<file path="src/rtl/uart_rx_fifo.sv">
// UART 8N1 receiver: synchronizes rx_i, deframes bytes with a divisor-driven sampler,
// and buffers them in a first-word-fall-through FIFO with sticky error flags.
module uart_rx_fifo #(
  parameter int unsigned FifoDepth  = 8,
  parameter int unsigned DivW       = 16,
  parameter int unsigned SyncStages = 2
) (
  input  logic                           clk_i,
  input  logic                           rst_ni,
  input  logic                           rx_i,
  input  logic                           rx_en_i,
  input  logic [DivW-1:0]                baud_div_i,
  output logic [7:0]                     data_o,
  output logic                           valid_o,
  input  logic                           ready_i,
  output logic [$clog2(FifoDepth):0]     count_o,
  output logic                           frame_err_o,
  output logic                           overflow_o,
  input  logic                           clear_err_i,
  output logic                           busy_o
);

  localparam int unsigned AW = $clog2(FifoDepth);
  localparam int unsigned CW = AW + 1;

  typedef enum logic [1:0] {
    ST_IDLE,
    ST_START,
    ST_DATA,
    ST_STOP
  } state_e;

  logic [SyncStages-1:0] sync_q;
  logic                  rxs_prev_q;
  logic                  rxs;
  logic                  fall_c;

  state_e                state_q;
  logic [DivW-1:0]       cyc_q;
  logic [2:0]            bit_q;
  logic [7:0]            shift_q;
  logic                  busy_q;

  logic [7:0]            mem_q [FifoDepth];
  logic [AW-1:0]         wptr_q;
  logic [AW-1:0]         rptr_q;
  logic [CW-1:0]         count_q;
  logic [CW-1:0]         count_d;
  logic                  valid_q;
  logic                  frame_err_q;
  logic                  overflow_q;

  logic                  sample_c;
  logic                  stop_ok_c;
  logic                  stop_bad_c;
  logic                  full_c;
  logic                  pop_c;
  logic                  push_c;
  logic                  ovf_c;

  // Metastability synchronizer; idles high so reset does not look like a start bit
  always_ff @(posedge clk_i or negedge rst_ni) begin
    if (!rst_ni) begin
      sync_q     <= '1;
      rxs_prev_q <= 1'b1;
    end else begin
      sync_q     <= {sync_q[SyncStages-2:0], rx_i};
      rxs_prev_q <= rxs;
    end
  end

  assign rxs    = sync_q[SyncStages-1];
  assign fall_c = rxs_prev_q & ~rxs;

  assign sample_c   = (state_q != ST_IDLE) && rx_en_i && (cyc_q == '0);
  assign stop_ok_c  = sample_c && (state_q == ST_STOP) && rxs;
  assign stop_bad_c = sample_c && (state_q == ST_STOP) && !rxs;

  assign full_c = (count_q == CW'(FifoDepth));
  assign pop_c  = valid_q && ready_i;
  assign push_c = stop_ok_c && (!full_c || pop_c);
  assign ovf_c  = stop_ok_c && full_c && !pop_c;

  // Frame FSM; a held-low line after a bad stop bit cannot restart it until rxs rises again
  always_ff @(posedge clk_i or negedge rst_ni) begin
    if (!rst_ni) begin
      state_q <= ST_IDLE;
      cyc_q   <= '0;
      bit_q   <= '0;
      shift_q <= '0;
      busy_q  <= 1'b0;
    end else if (state_q == ST_IDLE) begin
      if (rx_en_i && fall_c) begin
        state_q <= ST_START;
        cyc_q   <= baud_div_i >> 1;
        busy_q  <= 1'b1;
      end
    end else if (!rx_en_i) begin
      state_q <= ST_IDLE;
      busy_q  <= 1'b0;
    end else if (cyc_q != '0) begin
      cyc_q <= cyc_q - DivW'(1);
    end else begin
      cyc_q <= baud_div_i - DivW'(1);
      case (state_q)
        ST_START: begin
          if (!rxs) begin
            state_q <= ST_DATA;
            bit_q   <= 3'd0;
          end else begin
            state_q <= ST_IDLE;
            busy_q  <= 1'b0;
          end
        end
        ST_DATA: begin
          shift_q <= {rxs, shift_q[7:1]};
          if (bit_q == 3'd7) begin
            state_q <= ST_STOP;
          end else begin
            bit_q <= bit_q + 3'd1;
          end
        end
        default: begin
          state_q <= ST_IDLE;
          busy_q  <= 1'b0;
        end
      endcase
    end
  end

  always_comb begin
    count_d = count_q;
    if (push_c && !pop_c) begin
      count_d = count_q + CW'(1);
    end else if (pop_c && !push_c) begin
      count_d = count_q - CW'(1);
    end
  end

  // Receive FIFO storage and pointers; pointers wrap naturally at the power-of-two depth
  always_ff @(posedge clk_i or negedge rst_ni) begin
    if (!rst_ni) begin
      for (int i = 0; i < int'(FifoDepth); i++) begin
        mem_q[i] <= '0;
      end
      wptr_q  <= '0;
      rptr_q  <= '0;
      count_q <= '0;
      valid_q <= 1'b0;
    end else begin
      if (push_c) begin
        mem_q[wptr_q] <= shift_q;
        wptr_q        <= wptr_q + AW'(1);
      end
      if (pop_c) begin
        rptr_q <= rptr_q + AW'(1);
      end
      count_q <= count_d;
      valid_q <= (count_d != '0);
    end
  end

  // Sticky error flags; a new event in the clear cycle wins
  always_ff @(posedge clk_i or negedge rst_ni) begin
    if (!rst_ni) begin
      frame_err_q <= 1'b0;
      overflow_q  <= 1'b0;
    end else begin
      frame_err_q <= (frame_err_q & ~clear_err_i) | stop_bad_c;
      overflow_q  <= (overflow_q & ~clear_err_i) | ovf_c;
    end
  end

  assign data_o      = mem_q[rptr_q];
  assign valid_o     = valid_q;
  assign count_o     = count_q;
  assign frame_err_o = frame_err_q;
  assign overflow_o  = overflow_q;
  assign busy_o      = busy_q;

endmodule

</file>
<file path="config.mk">
export PLATFORM = sky130hd
export DESIGN_NAME = uart_rx_fifo
export DESIGN_NICKNAME = d
export VERILOG_FILES = /design/src/rtl/uart_rx_fifo.sv
export SDC_FILE = /design/constraint.sdc
export NUM_CORES = 1
export LEC_CHECK = 0
export BUFFER_PORTS_ARGS = -buffer_cell sky130_fd_sc_hd__buf_2
export CAP_MARGIN = 25
export CORE_MARGIN = 2
export CORE_UTILIZATION = 53
export CTS_CLUSTER_DIAMETER = 50
export DETAILED_ROUTE_END_ITERATION = 8
export PLACE_DENSITY = 0.71
export SLEW_MARGIN = 20
export SYNTH_ARGS = -nofsm -noshare
export SYNTH_HDL_FRONTEND = slang
export SYNTH_SLANG_ARGS = --single-unit
</file>
<file path="constraint.sdc">
create_clock -name clk_i -period 4.5 [get_ports clk_i]
set_clock_uncertainty 0.15 [all_clocks]
set_input_delay 0.9 -clock clk_i [delete_from_list [all_inputs] [get_ports clk_i]]
set_output_delay 0.9 -clock clk_i [all_outputs]
set_load 0.05 [all_outputs]
</file>
Yosys cells after proc, flatten, opt, wreduce, memory -nomap -nowiden
Index checks and enable logic that the tools add are counted.
Word-level totals
  logic and storage cells: 112
  flip-flop bits (word level): 110
Operators by class
  equality and inequality tests: 12
  bitwise gates (word level): 11
  add/subtract/negate cells: 7
  muxes and demuxes: 28
  reduce and logical (&&, ||, !) cells: 30
  order comparisons: 3
Operators by type and width (count)
  64-bit bitwise mux: 1
  16-bit 2-to-1 mux: 4
  16-bit by 1-bit subtractor with 16-bit output (second input constant): 2
  8-bit binary-select mux with 3-bit select: 1
  8-bit demux with 3-bit select: 1
  8-bit 2-to-1 mux: 3
  16-bit zero test: 1
  16-bit nonzero test: 1
  1-bit logical AND: 13
  2-bit 2-to-1 mux: 6
  3-bit by 1-bit adder with 3-bit output (second input constant): 3
  4-bit >= comparator (second input constant): 2
  4-bit 2-to-1 mux: 2
  4-bit inequality test (second input constant): 2
  3-bit inverter with 4-bit output: 2
  4-bit AND reduction: 2
  3-bit 2-to-1 mux: 2
  3-bit inequality test (second input constant): 2
  3-bit case mux with 2 select lines: 1
  6-bit AND reduction: 1
  2-bit nonzero test: 3
  1-bit 2-to-1 mux: 5
  4-bit by 1-bit adder with 4-bit output (second input constant): 1
  2-bit == test (second input constant): 2
  other kinds (18): 28

Longest topological paths before layout
  depth after elaboration: 11
  gate-level depth with buffers: 13
  mapped depth without buffers: 11

Worst setup path before layout
No wires, ideal clock.
  kind: register -> output
  start point: register rptr_q[0]
  end point: output port data_o[0]
  path slack: 1198 ps
  required time: 3450 ps
  data arrival time: 2252 ps
  stages on the path, launching flop included: 5
  cell sequence: dfrtp_1 -> clkbuf_1 -> buf_1 -> mux4_2 -> mux2_2
On the way
  word-level cells in the longest chain between the ends: 4
Ends and longest elaborated chain
  start, declared: line 46  | logic [AW-1:0] rptr_q;
  start signal, assigned: line 156  | rptr_q <= rptr_q + AW'(1);
  3-bit inverter with 4-bit output (implied by the code): line 174  | assign data_o = mem_q[rptr_q];
  8-bit binary-select mux with 3-bit select: line 174
  8-bit 2-to-1 mux (implied by the code) (2 in a row): line 174
  end, declared: line 13  | output logic [7:0] data_o,
No other way between the ends. The select of a mux whose other input is x is not followed.

Worst setup path in the final report
  start point: register state_q[0]
  end point: register mem_q[13] in the netlist's numbering
On the way
  word-level cells in the longest chain between the ends: 6
  elaborated cells between the ends (all ways): 7
Ends and longest elaborated chain
  start, declared: line 38  | state_e state_q;
  start signal, assigned: line 87  | state_q <= ST_IDLE;
  start signal, assigned: line 94  | state_q <= ST_START;
  start signal, assigned: line 99  | state_q <= ST_IDLE;
  2-bit nonzero test: line 75  | assign sample_c = (state_q != ST_IDLE) && rx_en_i && (cyc_q == '0);
  1-bit logical AND (2 in a row): line 75
  1-bit logical AND * (2 in a row): line 76  | assign stop_ok_c = sample_c && (state_q == ST_STOP) && rxs;
  1-bit logical AND *: line 81  | assign push_c = stop_ok_c && (!full_c || pop_c);
  end signal, assigned by index: line 152  | mem_q[wptr_q] <= shift_q;
  end, declared: line 44  | logic [7:0] mem_q [FifoDepth];
Mark *: on every way between the ends. The rest lies on a longest branch, timed or not.
A chain may end at the register's enable or synchronous reset.

==> flow_metrics.py <==
metrics = {
    "run_status": {
        "status": "finished clean",
    },
    "worst_setup_path": {
        "critical_path.top_delay_family": "simple AND/OR/NAND/NOR gates",
        "worstSetupStartpointType": "register",
        "worstPathMaxFanout": 18,
        "crit_buf_inv": 1,
        "crit_chain": "inv_1, ha_1, nor4bb_1, nor4b_2, and3_1, and2b_2, and3_1, mux2_2",
        "path_class": "reg2reg",
        "arrival_ps": 3800,
        "critPathMaxStageDelay_ps": 540,
        "cpMostUsedCell": "and3_1",
        "cp_slowest_cell": "nor4bb_1",
        "endpoint_kind": "register",
        "crit_required_ps": 4620,
    },
    "global_route": {
        "first_global_vias": 4094,
        "antenna_found_initial": 0,
        "grt_max_degree": 67,
        "grt-ovfl-total": 0,
        "grt_pass1_wl_um": 20850,
        "grt_usage_pct": 23.11,
    },
    "yosys": {
        "syn_area_mm2": 0.005734,
        "syn_avg_cell_area_um2": 11.82,
        "synth_area_leaders": "dfrtp_1 (47%), mux2_2 (15%), mux4_2 (6.3%), ha_1 (2.6%), nand2_1 (2.0%)",
        "synth_edf_count": 0,
        "ys_types": 60,
        "async_flop_share_pct": 100.0,
        "synth_commonest_cells": "dfrtp_1 (107), mux2_2 (75), nand2_1 (31)",
        "ys_ff_latch": 110,
        "seq_area_frac_synth_pct": 48.07,
        "netlist.area_leader.share_pct": 46.69,
        "syn_inst": 485,
        "yosysTopAreaCell": "dfrtp_1",
        "ys.warnings.count": 0,
        "ys.flop_type": "dfrtp_1",
        "synth_nets": 519,
        "synth.most_common_cell": "dfrtp_1",
    },
    "floorplan": {
        "pin_count": 38,
        "dieArea_mm2": 0.01167,
        "die_w_um": 108.0,
        "rows": 37,
        "core_mm2": 0.01042,
        "start_util_pct": 55.05,
        "die_y_um": 108.0,
    },
    "sta": {
        "setup_viol_count_final": 0,
        "fmax_mhz": 271.9,
        "hold_slack_ps": 213.2,
        "fin_setup_tns_ps": 0,
        "hold_viol": 0,
        "fin_crit_ps": 3677,
        "rsz0062_at_grt": "false",
        "layout_setup_ws_ps": 822.8,
        "tightest_slew_ps": 831.8,
        "slew_violations": 0,
        "slew-limit-headroom_pct": 44.54,
        "period_share_pct": 81.72,
    },
    "power": {
        "powerDensity_mw_per_mm2": 443.8,
        "power.leakage_nw": 2.880,
        "power_frac_clock_pct": 21.4,
        "ir_worst_vdd_mv": 0.2362,
        "seqPwrFrac_pct": 47.5,
        "swShare_pct": 39.12,
        "switching_power_w": 0.001081,
        "finalPower_w": 0.002762,
        "p_comb_share_pct": 31.1,
        "power.internal_w": 0.001682,
    },
    "clock_tree": {
        "ctsHtreeMaxLevel": 3,
        "cts_tree": "yes",
        "clockBufferDepth": 2,
        "clk_latency_ps": 380,
        "cts.reportedPaths.clkPinSlew_ps": 100,
        "tritoncts.num_buffers": 9,
        "cts.sinks": 110,
        "cts_resized": 0,
        "postCtsSetupRepairBufs": 0,
        "cts_hold_buf": 0,
        "root_buffer": "clkbuf_8",
    },
    "place": {
        "port_buffers": 37,
        "place_area_mm2": 0.006030,
        "place_hpwl_um": 8572,
        "gp_congestion": 0.8949,
        "dp_slack_ps": 783.6,
    },
    "detailed_routing": {
        "post_drt_wl_per_cell_um": 18.94,
        "dr.pass1.iters": 5,
        "num_vias": 4046,
        "vias_per_cell": 6.196,
        "wirelength_um": 12370,
        "drc": 0,
        "ant_nets": 0,
        "first_iter_violations": 211,
    },
    "layout": {
        "syn2layout_area_growth_pct": 8.553,
        "design_area_mm2": 0.006225,
        "drive_above_1_share_pct": 32.30,
        "nFillCells": 845,
        "nets": 546,
        "antennaDiodeCount": 0,
    },
    "hold_path": {
        "hold_class": "reg2reg",
    },
    "job": {
        "cap_violations": 0,
    },
}
[metrics by stage]
| stage | std cells | utilization (%) |
|---|---|---|
| after global routing | 653 | 59.76 |
| after detailed placement | 637 | 57.89 |
| after CTS | 653 | 59.76 |
| final | 653 | 59.76 |
| after global placement | 637 | 57.89 |
| after floorplan | 485 | - |
[layout make-up]
type	instances	area, µm²	area share (%)
Multi-Input combinational cell	333	2814	45.21
Sequential cell	110	2756	44.28
Timing Repair Buffer	43	232.7	3.739
Tap cell	136	170.2	2.734
Clock buffer	11	141.4	2.271
Inverter	15	56.30	0.9045
Clock inverter	5	53.80	0.8643
[registers in the layout, indices dropped and copies added (netlist names)]
register	flops
state_q	2
frame_err_o	1
mem_q	64
sync_q	2
overflow_o	1
bit_q	3
busy_o	1
valid_o	1
cyc_q	16
rxs_prev_q	1
count_o	4
rptr_q	3
wptr_q	3
shift_q	8
[worst register-to-register path, stage by stage (launching register included)]
cell and delay, ps:
dfrtp_1 440, inv_1 90, ha_1 450, nor4bb_1 540
nor4b_2 400, and3_1 460, and2b_2 260, and3_1 400
mux2_2 380
[cell usage in the layout, fill, tap and decap left out, drive strengths merged, types with 3 or more instances in the layout]
master  count
inv        17
clkbuf     11
nand2      32
nor2b       4
dfrtp     107
xor2        3
o22ai      10
nor4        5
o211ai      3
mux2       82
a21oi      20
xnor2      13
nand4       4
dfstp       3
mux4       16
and3        3
a31oi      10
a311oi      3
nor2       18
or3         4
ha         12
and2        5
clkinv      3
or4         4
buf        43
o21ai      17
nand3      16
nor3       14
[power groups by stage]
stage          clock (W)  sequential [W]  combinational (W)
2_1_floorplan          0         0.00132           0.000613
3_3_place_gp           0         0.00132           0.000830
3_5_place_dp           0         0.00133           0.000856
4_1_cts         0.000602         0.00131           0.000858
5_1_grt         0.000641         0.00134           0.000947
6_report        0.000591         0.00131           0.000860
[final timing paths]
kind / from / to / slack [ps] / cells after the start
hold / removal: sync_q[0]$_DFF_PN1_ / sync_q[1]$_DFF_PN1_ / 210 / 0
min in group asynchronous: rst_ni / count_o[3]$_DFF_PN0_ / 460 / 1
setup / recovery: state_q[0]$_DFFE_PN0P_ / mem_q[13]$_DFFE_PN0P_ / 820 / 8
max in group asynchronous: rst_ni / mem_q[24]$_DFFE_PN0P_ / 2900 / 2
setup reg to reg: state_q[0]$_DFFE_PN0P_ / mem_q[13]$_DFFE_PN0P_ / 820 / 8
hold reg to reg: sync_q[0]$_DFF_PN1_ / sync_q[1]$_DFF_PN1_ / 210 / 0
[metal layers]
| metal | vias to the layer above | GRT usage (%) | share of wire, % |
|---|---|---|---|
| met2 | 95 | 38.05 | 50 |
| met4 | 0 | 8.974 | 1.8 |
| li1 | 1851 | - | - |
| met3 | 19 | 2.592 | 3.1 |
| met1 | 2081 | 31.72 | 45 |
| met5 | - | 0 | 0 |
[cells by family (layout without fill, tap and decap cells)]
kind of cell	count (synthesis)	count (layout)	share of synthesized area [%]
AND/OR/NAND/NOR	120	120	11.76
adder cells (fa/ha/maj)	12	12	2.618
AO/OA/AOI/OAI	85	85	9.514
flip-flops	110	110	48.07
buffers and inverters	42	74	2.858
multiplexers	100	100	22.74
XOR/XNOR	16	16	2.444
No activity file was read; power rests on OpenSTA's default activity.
